$ cat src/rtl/vga_pkg.sv
// rtl/vga_pkg.sv - default 640x480@60 timing constants and coordinate type
package vga_pkg;

  localparam int CLK_DIV_DEF  = 2;
  localparam int H_ACTIVE_DEF = 640;
  localparam int H_FP_DEF     = 16;
  localparam int H_SYNC_DEF   = 96;
  localparam int H_BP_DEF     = 48;
  localparam int V_ACTIVE_DEF = 480;
  localparam int V_FP_DEF     = 10;
  localparam int V_SYNC_DEF   = 2;
  localparam int V_BP_DEF     = 33;

  localparam int H_TOTAL  = H_ACTIVE_DEF + H_FP_DEF + H_SYNC_DEF + H_BP_DEF;
  localparam int V_TOTAL  = V_ACTIVE_DEF + V_FP_DEF + V_SYNC_DEF + V_BP_DEF;
  localparam int HS_START = H_ACTIVE_DEF + H_FP_DEF;
  localparam int HS_END   = HS_START + H_SYNC_DEF;
  localparam int VS_START = V_ACTIVE_DEF + V_FP_DEF;
  localparam int VS_END   = VS_START + V_SYNC_DEF;

  typedef logic [9:0] coord_t;

endpackage

$ cat src/rtl/vga_timing_gen_if.sv
// rtl/vga_timing_gen_if.sv - raster coordinate and sync bundle
interface vga_timing_gen_if;
  import vga_pkg::*;

  logic   pix_en;
  logic   vga_clk;
  coord_t x;
  coord_t y;
  logic   hsync;
  logic   vsync;
  logic   blank_n;
  logic   sync_n;
  logic   frame_start;

  modport master (
    output pix_en, vga_clk, x, y, hsync, vsync, blank_n, sync_n, frame_start
  );

  modport slave (
    input pix_en, vga_clk, x, y, hsync, vsync, blank_n, sync_n, frame_start
  );

endinterface

$ cat src/rtl/pix_tick_gen.sv
// rtl/pix_tick_gen.sv - system-clock divider giving the pixel enable and DAC pixel clock
module pix_tick_gen #(
  parameter int CLK_DIV = 2
) (
  input  logic clk,
  input  logic reset,
  output logic pix_en,
  output logic vga_clk
);

  localparam int HIGH_LEN = (CLK_DIV + 1) / 2;
  localparam logic [1:0] DIV_LAST = 2'(CLK_DIV - 1);

  logic [1:0] div;
  logic [1:0] div_nxt;
  logic       started;

  always_comb begin
    div_nxt = (div == DIV_LAST) ? 2'd0 : div + 2'd1;
  end

  // started keeps pix_en low on the first clock after reset even when CLK_DIV is 1
  always_ff @(posedge clk) begin
    if (reset) begin
      div     <= 2'd0;
      started <= 1'b0;
      vga_clk <= 1'b0;
    end else begin
      div     <= div_nxt;
      started <= 1'b1;
      vga_clk <= (div_nxt < 2'(HIGH_LEN));
    end
  end

  assign pix_en = started & ~reset & (div == DIV_LAST);

endmodule

$ cat src/rtl/vga_timing_gen.sv
// rtl/vga_timing_gen.sv - VGA raster counters with registered sync/blank decode
module vga_timing_gen import vga_pkg::*; #(
  parameter int CLK_DIV  = CLK_DIV_DEF,
  parameter int H_ACTIVE = H_ACTIVE_DEF,
  parameter int H_FP     = H_FP_DEF,
  parameter int H_SYNC   = H_SYNC_DEF,
  parameter int H_BP     = H_BP_DEF,
  parameter int V_ACTIVE = V_ACTIVE_DEF,
  parameter int V_FP     = V_FP_DEF,
  parameter int V_SYNC   = V_SYNC_DEF,
  parameter int V_BP     = V_BP_DEF
) (
  input  logic             clk,
  input  logic             reset,
  vga_timing_gen_if.master vif
);

  localparam int HT  = H_ACTIVE + H_FP + H_SYNC + H_BP;
  localparam int VT  = V_ACTIVE + V_FP + V_SYNC + V_BP;
  localparam int HSS = H_ACTIVE + H_FP;
  localparam int HSE = HSS + H_SYNC;
  localparam int VSS = V_ACTIVE + V_FP;
  localparam int VSE = VSS + V_SYNC;

  generate
    if (HT > 1024 || VT > 1024) begin : g_bad_total
      $error("vga_timing_gen: line or frame total exceeds 10-bit counter");
    end
    if (CLK_DIV < 1 || CLK_DIV > 4) begin : g_bad_div
      $error("vga_timing_gen: CLK_DIV must be 1..4");
    end
  endgenerate

  logic   pix_en;
  logic   vga_clk;
  coord_t x, y, x_nxt, y_nxt;
  logic   line_end, frame_end;
  logic   hsync, vsync, blank_n, frame_start;

  pix_tick_gen #(.CLK_DIV(CLK_DIV)) u_tick (
    .clk     (clk),
    .reset   (reset),
    .pix_en  (pix_en),
    .vga_clk (vga_clk)
  );

  always_comb begin
    line_end  = (x == coord_t'(HT - 1));
    frame_end = line_end && (y == coord_t'(VT - 1));
    x_nxt     = x;
    y_nxt     = y;
    if (pix_en) begin
      if (line_end) begin
        x_nxt = '0;
        y_nxt = frame_end ? '0 : y + 10'd1;
      end else begin
        x_nxt = x + 10'd1;
      end
    end
  end

  // Decode from next-state coordinates so syncs land on the same edge as x/y
  always_ff @(posedge clk) begin
    if (reset) begin
      x           <= '0;
      y           <= '0;
      hsync       <= 1'b1;
      vsync       <= 1'b1;
      blank_n     <= 1'b1;
      frame_start <= 1'b0;
    end else begin
      x           <= x_nxt;
      y           <= y_nxt;
      hsync       <= !((x_nxt >= coord_t'(HSS)) && (x_nxt < coord_t'(HSE)));
      vsync       <= !((y_nxt >= coord_t'(VSS)) && (y_nxt < coord_t'(VSE)));
      blank_n     <= (x_nxt < coord_t'(H_ACTIVE)) && (y_nxt < coord_t'(V_ACTIVE));
      frame_start <= pix_en && frame_end;
    end
  end

  assign vif.pix_en      = pix_en;
  assign vif.vga_clk     = vga_clk;
  assign vif.x           = x;
  assign vif.y           = y;
  assign vif.hsync       = hsync;
  assign vif.vsync       = vsync;
  assign vif.blank_n     = blank_n;
  assign vif.sync_n      = 1'b0;
  assign vif.frame_start = frame_start;

endmodule

$ cat src/flat_wrapper.sv
// flat-port wrapper written by rule: the top's interface ports become plain ports
module vga_timing_gen_flat import vga_pkg::*;
#(
  parameter int CLK_DIV  = CLK_DIV_DEF,
  parameter int H_ACTIVE = H_ACTIVE_DEF,
  parameter int H_FP     = H_FP_DEF,
  parameter int H_SYNC   = H_SYNC_DEF,
  parameter int H_BP     = H_BP_DEF,
  parameter int V_ACTIVE = V_ACTIVE_DEF,
  parameter int V_FP     = V_FP_DEF,
  parameter int V_SYNC   = V_SYNC_DEF,
  parameter int V_BP     = V_BP_DEF
)
  (clk, reset, vif_pix_en, vif_vga_clk, vif_x, vif_y, vif_hsync, vif_vsync, vif_blank_n, vif_sync_n, vif_frame_start);
  vga_timing_gen_if vif_i ();
  input  logic clk;
  input  logic reset;
  output wire logic [$bits(vif_i.pix_en)-1:0] vif_pix_en;
  output wire logic [$bits(vif_i.vga_clk)-1:0] vif_vga_clk;
  output wire logic [$bits(vif_i.x)-1:0] vif_x;
  output wire logic [$bits(vif_i.y)-1:0] vif_y;
  output wire logic [$bits(vif_i.hsync)-1:0] vif_hsync;
  output wire logic [$bits(vif_i.vsync)-1:0] vif_vsync;
  output wire logic [$bits(vif_i.blank_n)-1:0] vif_blank_n;
  output wire logic [$bits(vif_i.sync_n)-1:0] vif_sync_n;
  output wire logic [$bits(vif_i.frame_start)-1:0] vif_frame_start;
  assign vif_pix_en = vif_i.pix_en;
  assign vif_vga_clk = vif_i.vga_clk;
  assign vif_x = vif_i.x;
  assign vif_y = vif_i.y;
  assign vif_hsync = vif_i.hsync;
  assign vif_vsync = vif_i.vsync;
  assign vif_blank_n = vif_i.blank_n;
  assign vif_sync_n = vif_i.sync_n;
  assign vif_frame_start = vif_i.frame_start;
  vga_timing_gen #(.CLK_DIV(CLK_DIV), .H_ACTIVE(H_ACTIVE), .H_FP(H_FP), .H_SYNC(H_SYNC), .H_BP(H_BP), .V_ACTIVE(V_ACTIVE), .V_FP(V_FP), .V_SYNC(V_SYNC), .V_BP(V_BP)) u_core (.clk(clk), .reset(reset), .vif(vif_i));
endmodule
$ cat config.mk
export PLATFORM = sky130hd
export DESIGN_NAME = vga_timing_gen_flat
export DESIGN_NICKNAME = d
export VERILOG_FILES = /design/src/rtl/vga_pkg.sv /design/src/rtl/vga_timing_gen_if.sv /design/src/rtl/pix_tick_gen.sv /design/src/rtl/vga_timing_gen.sv /design/src/flat_wrapper.sv
export SDC_FILE = /design/constraint.sdc
export NUM_CORES = 1
export LEC_CHECK = 0
export BUFFER_PORTS_ARGS = -buffer_cell sky130_fd_sc_hd__buf_2
export CAP_MARGIN = 0
export CORE_ASPECT_RATIO = 1.75
export CORE_MARGIN = 4
export CORE_UTILIZATION = 40
export CTS_CLUSTER_DIAMETER = 120
export DETAILED_ROUTE_END_ITERATION = 8
export HOLD_SLACK_MARGIN = 0.1
export PLACE_DENSITY = 0.72
export SLEW_MARGIN = 10
export SYNTH_ARGS = -nofsm -noshare
export SYNTH_HDL_FRONTEND = slang
export SYNTH_SLANG_ARGS = --single-unit
$ cat constraint.sdc
create_clock -name clk -period 2.3 [get_ports clk]
set_clock_uncertainty 0.2 [all_clocks]
set_input_delay 0.23 -clock clk [delete_from_list [all_inputs] [get_ports clk]]
set_output_delay 0.23 -clock clk [all_outputs]
set_load 0.1 [all_outputs]
==> qor.yml, run 1 <==
status: "finished, final reports clean"
wire_per_inst_um: 13.90
synth_edf_count: 0
drtAntennaViolNets: 0
grt_pass1_wl_mm: 6.051
yosys.cell_types.count: 46
postCtsHoldBufs: 0
ys_ff_latch: 28
first_pass_iters: 4
syn_area_mm2: 0.001533
critPathCaptureType: "register"
worst_path_max_delay_cell: "or4_1"
cts_tree: "done"
arrival_ns: 2.16
cp_cell_sequence: "ha_1, and3_1, nor3b_2, xnor2_1, or4_1, nand4b_1"
seqCellArea_um2: 614.3
design_area_mm2: 0.001849
grt_usage_pct: 16.11
synth_top_area_share_pct: 36.57
io_pins: 29
die_y_um: 89.89
fp.dieW_um: 54.80
power_switching_uw: 195.1
finalHoldViolCount: 0
setup_tns_ns: 0
fin_util_pct: 50.46
relSlewSlack_pct: 56.97
ys_seq_area_share_pct: 36.57
finalNonFillerCells: 255
required_ns: 2.25
post-route-min-period_ns: 2.214
slew_violations: 0
viasPerCell: 5.388
core_area_mm2: 0.003665
cp-start-kind: "register"
syn_inst: 180
dp_hpwl_mm: 2.767
finalPower_uw: 800.7
grt_max_degree: 19
insertion_delay_ns: 0.27
power_frac_seq_pct: 59.9
clock_power_share_pct: 33.8
p_leak_nw: 0.7121
slowest_delay_ns: 0.42
grt_overflow_total: 0
min_period_over_period_pct: 96.28
min_path_type: "primary input to register"
p_sw_share_pct: 24.37
nets: 215
vias: 1374
async_flop_share_pct: 0
drive_gt1_share_pct: 33.97
peakVddDrop_mv: 0.3139
multi_input_area_um2: 897.1
synth_area_leaders: "dfxtp_1, nor2_1, xnor2_1, xor2_1, nand3_1"
crit_type: "register to register"
drtIter0Drc: 39
pre_cts_ws_ns: 0.03145
routed_wl_mm: 3.544
timing.fmax_mhz: 451.6
gp_congestion: 0.8762
p_int_uw: 605.6
clock-sinks: 28
portBuffers: 27
start_util_pct: 41.82
power.density_mw_per_mm2: 433.0
rows: 29
antennaDiodeCount: 0
antenna_found_initial: 0
root_buffer: "clkbuf_8"
ys_warn_count: 0
setup_ws_ns: 0.08553
cp_max_fo: 9
drc: 0
yosysTopAreaCell: "dfxtp_1"
postPlaceCellArea_mm2: 0.001798
cap_violations: 0
dp_cells: 251
synth_nets: 185
tightest_slew_ns: 0.6405
clkTransAtPathRegs_ns: 0.10
yosysMostFrequentCell: "dfxtp_1"
die_area_mm2: 0.004926
synthTopCellsByCount: "dfxtp_1, nor2_1, nand2_1"
numCtsBuffers: 3
cts_max_path_buffers: 2
area_growth_pct: 20.65
syn_area_per_cell_um2: 8.515
whs_ns: 0.1650
rsz0062_at_grt: "true"
grt_pass1_vias: 1374
pwr-share-comb_pct: 6.3
nFillCells: 370
htree_levels: 1
synth_flop_cell: "dfxtp_1"
finalSetupViolCount: 0
## final cells by class
type | instances | area share [%]
multi-input combinational | 133 | 48.51
sequential | 28 | 33.22
timing repair buffer | 36 | 10.96
tap | 46 | 3.112
clock buffer | 3 | 2.233
inverter | 8 | 1.759
clock inverter | 1 | 0.2030
## flip-flops by register name, indices dropped and copies added (netlist names)
signal	flops
u_core.u_tick.div	2
u_core.u_tick.started	1
u_core.u_tick.vga_clk	1
u_core.vif.blank_n	1
u_core.vif.frame_start	1
u_core.vif.hsync	1
u_core.vif.vsync	1
u_core.vif.x	10
u_core.vif.y	10
## metal layers
layer | global-route usage, % | routed length, um
met1 | 18.50 | 1397
met2 | 27.47 | 1950
met3 | 2.318 | 129
met4 | 7.277 | 66
met5 | 0 | 0
## cells by family (layout without fill, tap and decap cells)
kind of cell               after synthesis  in the layout  share of synthesized area, %
adders and majority gates                3              3                         2.449
DFF                                     28             28                         36.57
xor gates and xnor gates                16             16                         9.143
muxes                                    1              1                        0.6531
buffers and inverters                   19             48                         7.592
other                                    1              1                        0.2447
AOI/OAI and AO/OA                       25             25                         10.78
and+or+nand+nor                         87             87                         32.57
## power by group through the flow
stage / Combinational [mW] / Sequential (mW) / Clock [mW]
2_1_floorplan: 0.0283 / 0.506 / 0
3_3_place_gp: 0.0507 / 0.491 / 0
3_5_place_dp: 0.0509 / 0.491 / 0
4_1_cts: 0.0509 / 0.480 / 0.283
5_1_grt: 0.0540 / 0.481 / 0.303
6_report: 0.0508 / 0.480 / 0.270
## final timing paths
| kind | startpoint | end | slack (ns) | cells after the start |
|---|---|---|---|---|
| worst max-delay path | u_core.vif.y[0] | u_core.vif.vsync | 0.09 | 6 |
| worst min register to register | u_core.u_tick.div[1] | u_core.u_tick.div[1] | 0.29 | 1 |
| worst max register to register | u_core.vif.y[0] | u_core.vif.vsync | 0.09 | 6 |
| worst min-delay path | reset | u_core.vif.x[7] | 0.17 | 3 |
## cell usage in the layout (no fill, tap or decap), drive strengths merged, types with 2 or more instances in the layout
cell type	count
a211o	3
a21oi	5
a31oi	2
and2	4
and3	6
buf	36
clkbuf	3
dfxtp	28
ha	3
inv	8
nand2	12
nand3	10
nand4	6
nor2	24
nor3	10
nor4	2
o21ai	8
or3	3
or4	2
xnor2	9
xor2	7
## timing repair
| item | CTS | global route |
|---|---|---|
| hold endpoints to repair | 0 | 0 |
| resized for setup | 0 | 2 |
| endpoints found under the setup margin | 0 | 3 |
| buffers inserted | 0 | 0 |
## critical path: cells and delay by family, from the launching register on
kind / cells / cell delay [ns]
AND/OR/NAND/NOR: 4 / 1.10
XOR/XNOR: 1 / 0.10
adder cells (fa/ha/maj): 1 / 0.28
flip-flops: 1 / 0.41
Note: power is estimated with default switching activity, not from simulation.
==> inputs of run 2 (changes only) <==
--- a/config.mk
+++ b/config.mk
@@ -8,5 +8,5 @@
 export BUFFER_PORTS_ARGS = -buffer_cell sky130_fd_sc_hd__buf_2
 export CAP_MARGIN = 0
-export CORE_ASPECT_RATIO = 1.75
+export CORE_ASPECT_RATIO = 1.2
 export CORE_MARGIN = 4
 export CORE_UTILIZATION = 40
--- a/constraint.sdc
+++ b/constraint.sdc
@@ -3,3 +3,3 @@
 set_input_delay 0.23 -clock clk [delete_from_list [all_inputs] [get_ports clk]]
 set_output_delay 0.23 -clock clk [all_outputs]
-set_load 0.1 [all_outputs]
+set_load 0.005 [all_outputs]
==> qor.yml, run 2 (synthesis gave the netlist of run 1 again) <==
status: "finished, final reports clean"  # unchanged
crit_type: "register to register"  # unchanged
timing.fmax_mhz: 441.7  # was 451.6 MHz
power.density_mw_per_mm2: 439.1  # was 433.0 mW/mm2
area_growth_pct: 22.61  # was 20.65%
largestRegisters: "u_core.vif.x x10, u_core.vif.y x10, u_core.u_tick.div x2"  # unchanged
postCtsHoldBufs: 0  # unchanged
post-route-min-period_ns: 2.264  # was 2.214 ns
portBuffers: 27  # unchanged
arrival_ns: 2.29  # was 2.16 ns
cp_cell_sequence: "nor4b_4, nand4_4, or4_4, a221oi_2, or4_1, a31o_1"  # was ha_1, and3_1, nor3b_2, xnor2_1, or4_1, nand4b_1
layout_common_cells: "buf_2, dfxtp_1, nor2_1"  # was buf_2, nor2_1, nand2_1, dfxtp_4
peakVddDrop_mv: 0.2268  # was 0.3139 mV
nets: 227  # was 215
numCtsBuffers: 3  # unchanged
drive_gt1_share_pct: 29.41  # was 33.97%
pwr-share-comb_pct: 2.9  # was 6.3%
cp-start-kind: "register"  # unchanged
viasPerCell: 5.084  # was 5.388
antenna_found_initial: 0  # unchanged
cts_max_path_buffers: 2  # unchanged
seqCellArea_um2: 563.0  # was 614.3 um2
min_period_over_period_pct: 98.43  # was 96.28%
finalSetupViolCount: 0  # unchanged
required_ns: 2.32  # was 2.25 ns
htree_levels: 1  # unchanged
cts_tree: "done"  # unchanged
drtIter0Drc: 42  # was 39
finalPower_uw: 825.3  # was 800.7 uW
start_util_pct: 41.84  # was 41.82%
p_leak_nw: 0.7716  # was 0.7121 nW
layout_commonest_cell: "buf_2"  # unchanged
cp_max_fo: 7  # was 9
relSlewSlack_pct: 57.30  # was 56.97%
grt_usage_pct: 14.47  # was 16.11%
p_sw_share_pct: 21.06  # was 24.37%
rows: 24  # was 29
dp_hpwl_mm: 2.638  # was 2.767 mm
wire_per_inst_um: 12.74  # was 13.90 um
core_area_mm2: 0.003664  # was 0.003665 mm2
rsz0062_at_grt: "true"  # unchanged
routed_wl_mm: 3.478  # was 3.544 mm
setup_tns_ns: 0  # unchanged
die_y_um: 75.81  # was 89.89 um
fp.dieW_um: 64.51  # was 54.80 um
grt_overflow_total: 0  # unchanged
gp_congestion: 0.9223  # was 0.8762
insertion_delay_ns: 0.27  # about the same
postPlaceCellArea_mm2: 0.001792  # was 0.001798 mm2
p_int_uw: 651.5  # was 605.6 uW
die_area_mm2: 0.004891  # was 0.004926 mm2
cap_violations: 0  # unchanged
finalNonFillerCells: 273  # was 255
drc: 0  # unchanged
first_pass_iters: 4  # unchanged
root_buffer: "clkbuf_8"  # unchanged
worst_path_max_delay_cell: "or4_4"  # was or4_1
critPathCaptureType: "register"  # unchanged
clock_power_share_pct: 37.5  # was 33.8%
finalHoldViolCount: 0  # unchanged
power_frac_seq_pct: 59.6  # was 59.9%
grt_pass1_vias: 1250  # was 1374
io_pins: 29  # unchanged
grt_pass1_wl_mm: 5.658  # was 6.051 mm
slew_violations: 0  # unchanged
clkTransAtPathRegs_ns: 0.10  # about the same
grt_max_degree: 19  # unchanged
drtAntennaViolNets: 0  # unchanged
slowest_delay_ns: 0.56  # was 0.42 ns
tightest_slew_ns: 0.6356  # was 0.6405 ns
vias: 1388  # was 1374
min_path_type: "primary input to register"  # unchanged
design_area_mm2: 0.001879  # was 0.001849 mm2
dp_cells: 267  # was 251
clock-sinks: 28  # unchanged
multi_input_area_um2: 870.8  # was 897.1 um2
antennaDiodeCount: 0  # unchanged
power_switching_uw: 173.8  # was 195.1 uW
nFillCells: 377  # was 370
-- run 2: changes by cell type in the layout (fill, tap and decap cells not counted), moves of 5 or more --
cell	change
buf_4	+12
dfxtp_1	+17
dfxtp_2	-5
dfxtp_4	-12
-- run 2: stage by stage --
step | hold WS [ns] | util [%] | worst slack (ns)
finish | 0.1552 | 51.30 | 0.03603
global route | 0.1742 | 51.30 | -0.07564
detailed placement | 0.2572 | 48.91 | -0.01896
floorplan | 0.2199 | - | 0.01251
CTS | 0.1538 | 50.79 | 0.006548
global placement | 0.2530 | 48.91 | 0.004873
-- run 2: critical path: cells and delay by family (launching register included) --
family	cells	cell delay, ns
AOI/OAI and AO/OA	2	0.36
DFF	1	0.35
and+or+nand+nor	4	1.31
-- run 2: area by class of cell --
cell class	instances	share of cell area [%]
clock buffer	4	2.929
inverter	8	1.731
multi-input combinational	133	46.34
sequential	28	29.96
tap	52	3.462
timing repair buffer	48	15.58
-- run 2: per-layer routing --
| metal | track usage (%) | routed length, um | vias up |
|---|---|---|---|
| met5 | 0 | 0 | - |
| li1 | - | - | 715 |
| met4 | 5.634 | 37 | 0 |
| met1 | 18.87 | 1671 | 636 |
| met2 | 24.89 | 1664 | 33 |
| met3 | 1.475 | 104 | 4 |
-- run 2: path summary, 6_finish.rpt --
check,start,end,slack [ns],cells after the start
max,u_core.vif.x[7],u_core.vif.blank_n,0.04,6
min,reset,u_core.vif.x[7],0.16,3
max reg2reg,u_core.vif.x[7],u_core.vif.blank_n,0.04,6
min reg2reg,u_core.u_tick.div[1],u_core.u_tick.div[1],0.27,1
-- run 2: timing repair --
item,4_1_cts,5_1_grt
resized for setup,1,5
pin swaps,2,3
endpoints found under the setup margin,2,3
setup buffers,1,1
-- run 2: power groups by stage --
stage          combinational (mW)  sequential [mW]  clock, mW
3_3_place_gp               0.0245            0.503          0
6_report                   0.0238            0.492      0.310
4_1_cts                    0.0241            0.492      0.318
5_1_grt                    0.0267            0.493      0.342
2_1_floorplan              0.0166            0.504          0
3_5_place_dp               0.0239            0.503          0
==> inputs of run 3 (changes only) <==
Settings changed: PLACE_DENSITY 0.72 to 0.73, SYNTH_HIERARCHICAL set to 1.
==> qor.yml, run 3 <==
syn_inst: 161  # was 180
clkTransAtPathRegs_ns: 0.09  # was 0.10 ns
finalSetupViolCount: 2  # was 0
synth_edf_count: 0  # unchanged
dp_hpwl_mm: 2.484  # was 2.638 mm
htree_levels: 1  # unchanged
arrival_ns: 2.37  # was 2.29 ns
drtAntennaViolNets: 0  # unchanged
synth_nets: 166  # was 185
p_leak_nw: 0.7972  # was 0.7716 nW
cp_max_fo: 7  # unchanged
ys_seq_area_share_pct: 40.22  # was 36.57%
ys_warn_count: 6  # was 0
syn_area_mm2: 0.001394  # was 0.001533 mm2
post-route-min-period_ns: 2.375  # was 2.264 ns
fp.dieW_um: 61.89  # was 64.51 um
antennaDiodeCount: 0  # unchanged
yosysTopAreaCell: "dfxtp_1"  # unchanged
die_area_mm2: 0.004497  # was 0.004891 mm2
antenna_found_initial: 0  # unchanged
viasPerCell: 5.081  # was 5.084
portBuffers: 27  # unchanged
grt_pass1_vias: 1265  # was 1250
min_path_type: "primary input to register"  # unchanged
rows: 23  # was 24
numCtsBuffers: 3  # unchanged
grt-busiest-layer: "met2"  # unchanged
grt_usage_pct: 15.43  # was 14.47%
synth_area_leaders: "dfxtp_1, xnor2_1, nor2_1, nor3_1, nand2_1"  # was dfxtp_1, nor2_1, xnor2_1, xor2_1, nand3_1
hold_end: "u_core/u_tick/started"  # was u_core.vif.x[7]
power.density_mw_per_mm2: 491.1  # was 439.1 mW/mm2
path_buf_inv: 0  # unchanged
async_flop_share_pct: 0  # unchanged
peakVddDrop_mv: 0.3363  # was 0.2268 mV
die_y_um: 72.67  # was 75.81 um
min_period_over_period_pct: 103.3  # was 98.43%
cp-start-kind: "register"  # unchanged
cts_max_path_buffers: 2  # unchanged
ys_ff_latch: 28  # unchanged
r2r_end: "u_core/vif.blank_n"  # was u_core.vif.blank_n
yosys.cell_types.count: 47  # was 46
finalHoldViolCount: 0  # unchanged
wire_per_inst_um: 13.21  # was 12.74 um
status: "complete, but fails checks"  # was finished, final reports clean
reg2reg_slack_ns: -0.08  # was 0.04 ns
vias: 1260  # was 1388
grt_max_degree: 19  # unchanged
synthTopCellsByCount: "dfxtp_1, nor2_1, nand2_1"  # unchanged
drive_gt1_share_pct: 34.12  # was 29.41%
root_buffer: "clkbuf_8"  # unchanged
synth_top_area_share_pct: 40.22  # was 36.57%
setup_tns_ns: -0.1477  # was 0 ns
drc: 0  # unchanged
slowest_delay_ns: 0.54  # was 0.56 ns
worst_path_max_delay_cell: "or4_4"  # unchanged
gr-usage-met3_pct: 2.124  # was 1.475%
grt_use_met1_pct: 20.24  # was 18.87%
required_ns: 2.29  # was 2.32 ns
io_pins: 29  # unchanged
core_area_mm2: 0.003338  # was 0.003664 mm2
cap_violations: 0  # unchanged
slew_violations: 0  # unchanged
nets: 217  # was 227
met2_usage_pct: 25.15  # was 24.89%
timing.fmax_mhz: 421.1  # was 441.7 MHz
critPathCaptureType: "register"  # unchanged
largestRegisters: "u_core/vif.x x10, u_core/vif.y x10, u_core/u_tick/div x2"  # was u_core.vif.x x10, u_core.vif.y x10, u_core.u_tick.div x2
layout_commonest_cell: "buf_2"  # unchanged
layout_common_cells: "buf_2, buf_4, dfxtp_1"  # was buf_2, dfxtp_1, nor2_1
start_util_pct: 41.75  # was 41.84%
area_growth_pct: 30.61  # was 22.61%
yosysMostFrequentCell: "dfxtp_1"  # unchanged
insertion_delay_ns: 0.27  # about the same
synth_flop_cell: "dfxtp_1"  # unchanged
holdCritStartpoint: "reset"  # unchanged
grt_overflow_total: 0  # unchanged
drtIter0Drc: 72  # was 42
cp_num_cells: 6  # unchanged
syn_area_per_cell_um2: 8.657  # was 8.515 um2
gp_congestion: 0.9031  # was 0.9223
clock-sinks: 28  # unchanged
violations: "negative setup slack"
cp_cell_sequence: "or2_1, or4_4, nor4b_4, xnor2_1, and4b_1, o31ai_2"  # was nor4b_4, nand4_4, or4_4, a221oi_2, or4_1, a31o_1
crit_type: "register to register"  # unchanged
dp_cells: 242  # was 267
postCtsHoldBufs: 0  # unchanged
r2r_start: "u_core/vif.x[5]"  # was u_core.vif.x[7]
rsz0062_at_grt: "true"  # unchanged
reg2reg_depth: 6  # unchanged
fin_util_pct: 54.54  # was 51.30%
routed_wl_mm: 3.275  # was 3.478 mm
finalNonFillerCells: 248  # was 273
grt_pass1_wl_mm: 5.375  # was 5.658 mm
setup_ws_ns: -0.07500  # was 0.03603 ns
crit_family: "simple AND/OR/NAND/NOR gates"  # unchanged
cts_tree: "done"  # unchanged
first_pass_iters: 4  # unchanged
hold_depth: 3  # unchanged
## run 3: power by group
group          total [mW]  switching [mW]  internal (mW)
Combinational      0.0263          0.0155         0.0108
Clock               0.379           0.146          0.233
Sequential          0.489         0.00130          0.487
Total               0.894           0.163          0.731
## run 3: final cells by class
| class | instances | area, um2 |
|---|---|---|
| Timing Repair Buffer | 53 | 330.3 |
| Clock buffer | 3 | 41.29 |
| Sequential cell | 28 | 565.5 |
| Fill cell | 328 | 1518 |
| Inverter | 7 | 26.28 |
| Clock inverter | 1 | 30.03 |
| Multi-Input combinational cell | 119 | 780.7 |
| Tap cell | 37 | 46.29 |
## run 3: per-layer routing
layer | vias up | wire, um
li1 | 649 | -
met3 | 2 | 135
met5 | - | 0
met4 | 0 | 13
met1 | 578 | 1507
met2 | 31 | 1618
## run 3: worst reg2reg max path, delay by kind of cell (launching register included)
family	cells	cell delay (ns)
compound gates	1	0.24
simple gates	4	1.35
flops	1	0.37
xor+xnor	1	0.13
## run 3: worst max path at each step
stage                                     to  slack (ns)            startpoint
after detailed placement    u_core/vif.vsync       -0.11                 reset
after CTS                 u_core/vif.blank_n       -0.09  u_core/u_tick/div[1]
final                     u_core/vif.blank_n       -0.08       u_core/vif.x[5]
after global placement      u_core/vif.vsync       -0.05                 reset
after floorplan           u_core/vif.blank_n       -0.15  u_core/u_tick/div[1]
after global routing        u_core/vif.vsync       -0.17       u_core/vif.x[5]
## run 3: cells by family after synthesis
group           count (synthesis)  synth area share [%]
mux                             2                 1.526
compound gates                 14                 7.002
flops                          28                 40.22
xor+xnor                       15                 9.425
other cells                     1                0.2690
fa+ha+maj                       3                 2.693
simple gates                   84                 33.66
buf+inv                        14                 5.206
## run 3: what timing repair did
item	4_1_cts	5_1_grt
gates resized for setup	2	3
cloned	0	0
pin swaps	1	1
buffers inserted	1	1
setup endpoints to repair	2	7
## run 3: per-stage QoR
step | worst slack [ns] | hold WS [ns] | cell area (um2) | total power [mW]
5_1_grt | -0.1660 | 0.1582 | 1821 | 0.9308
4_1_cts | -0.08738 | 0.1400 | 1799 | 0.9077
3_3_place_gp | -0.04783 | 0.2581 | 1718 | 0.5268
3_5_place_dp | -0.1055 | 0.2644 | 1718 | 0.5275
2_1_floorplan | -0.1471 | 0.08652 | 1413 | 0.5161
6_report | -0.07500 | 0.1461 | 1821 | 0.8940
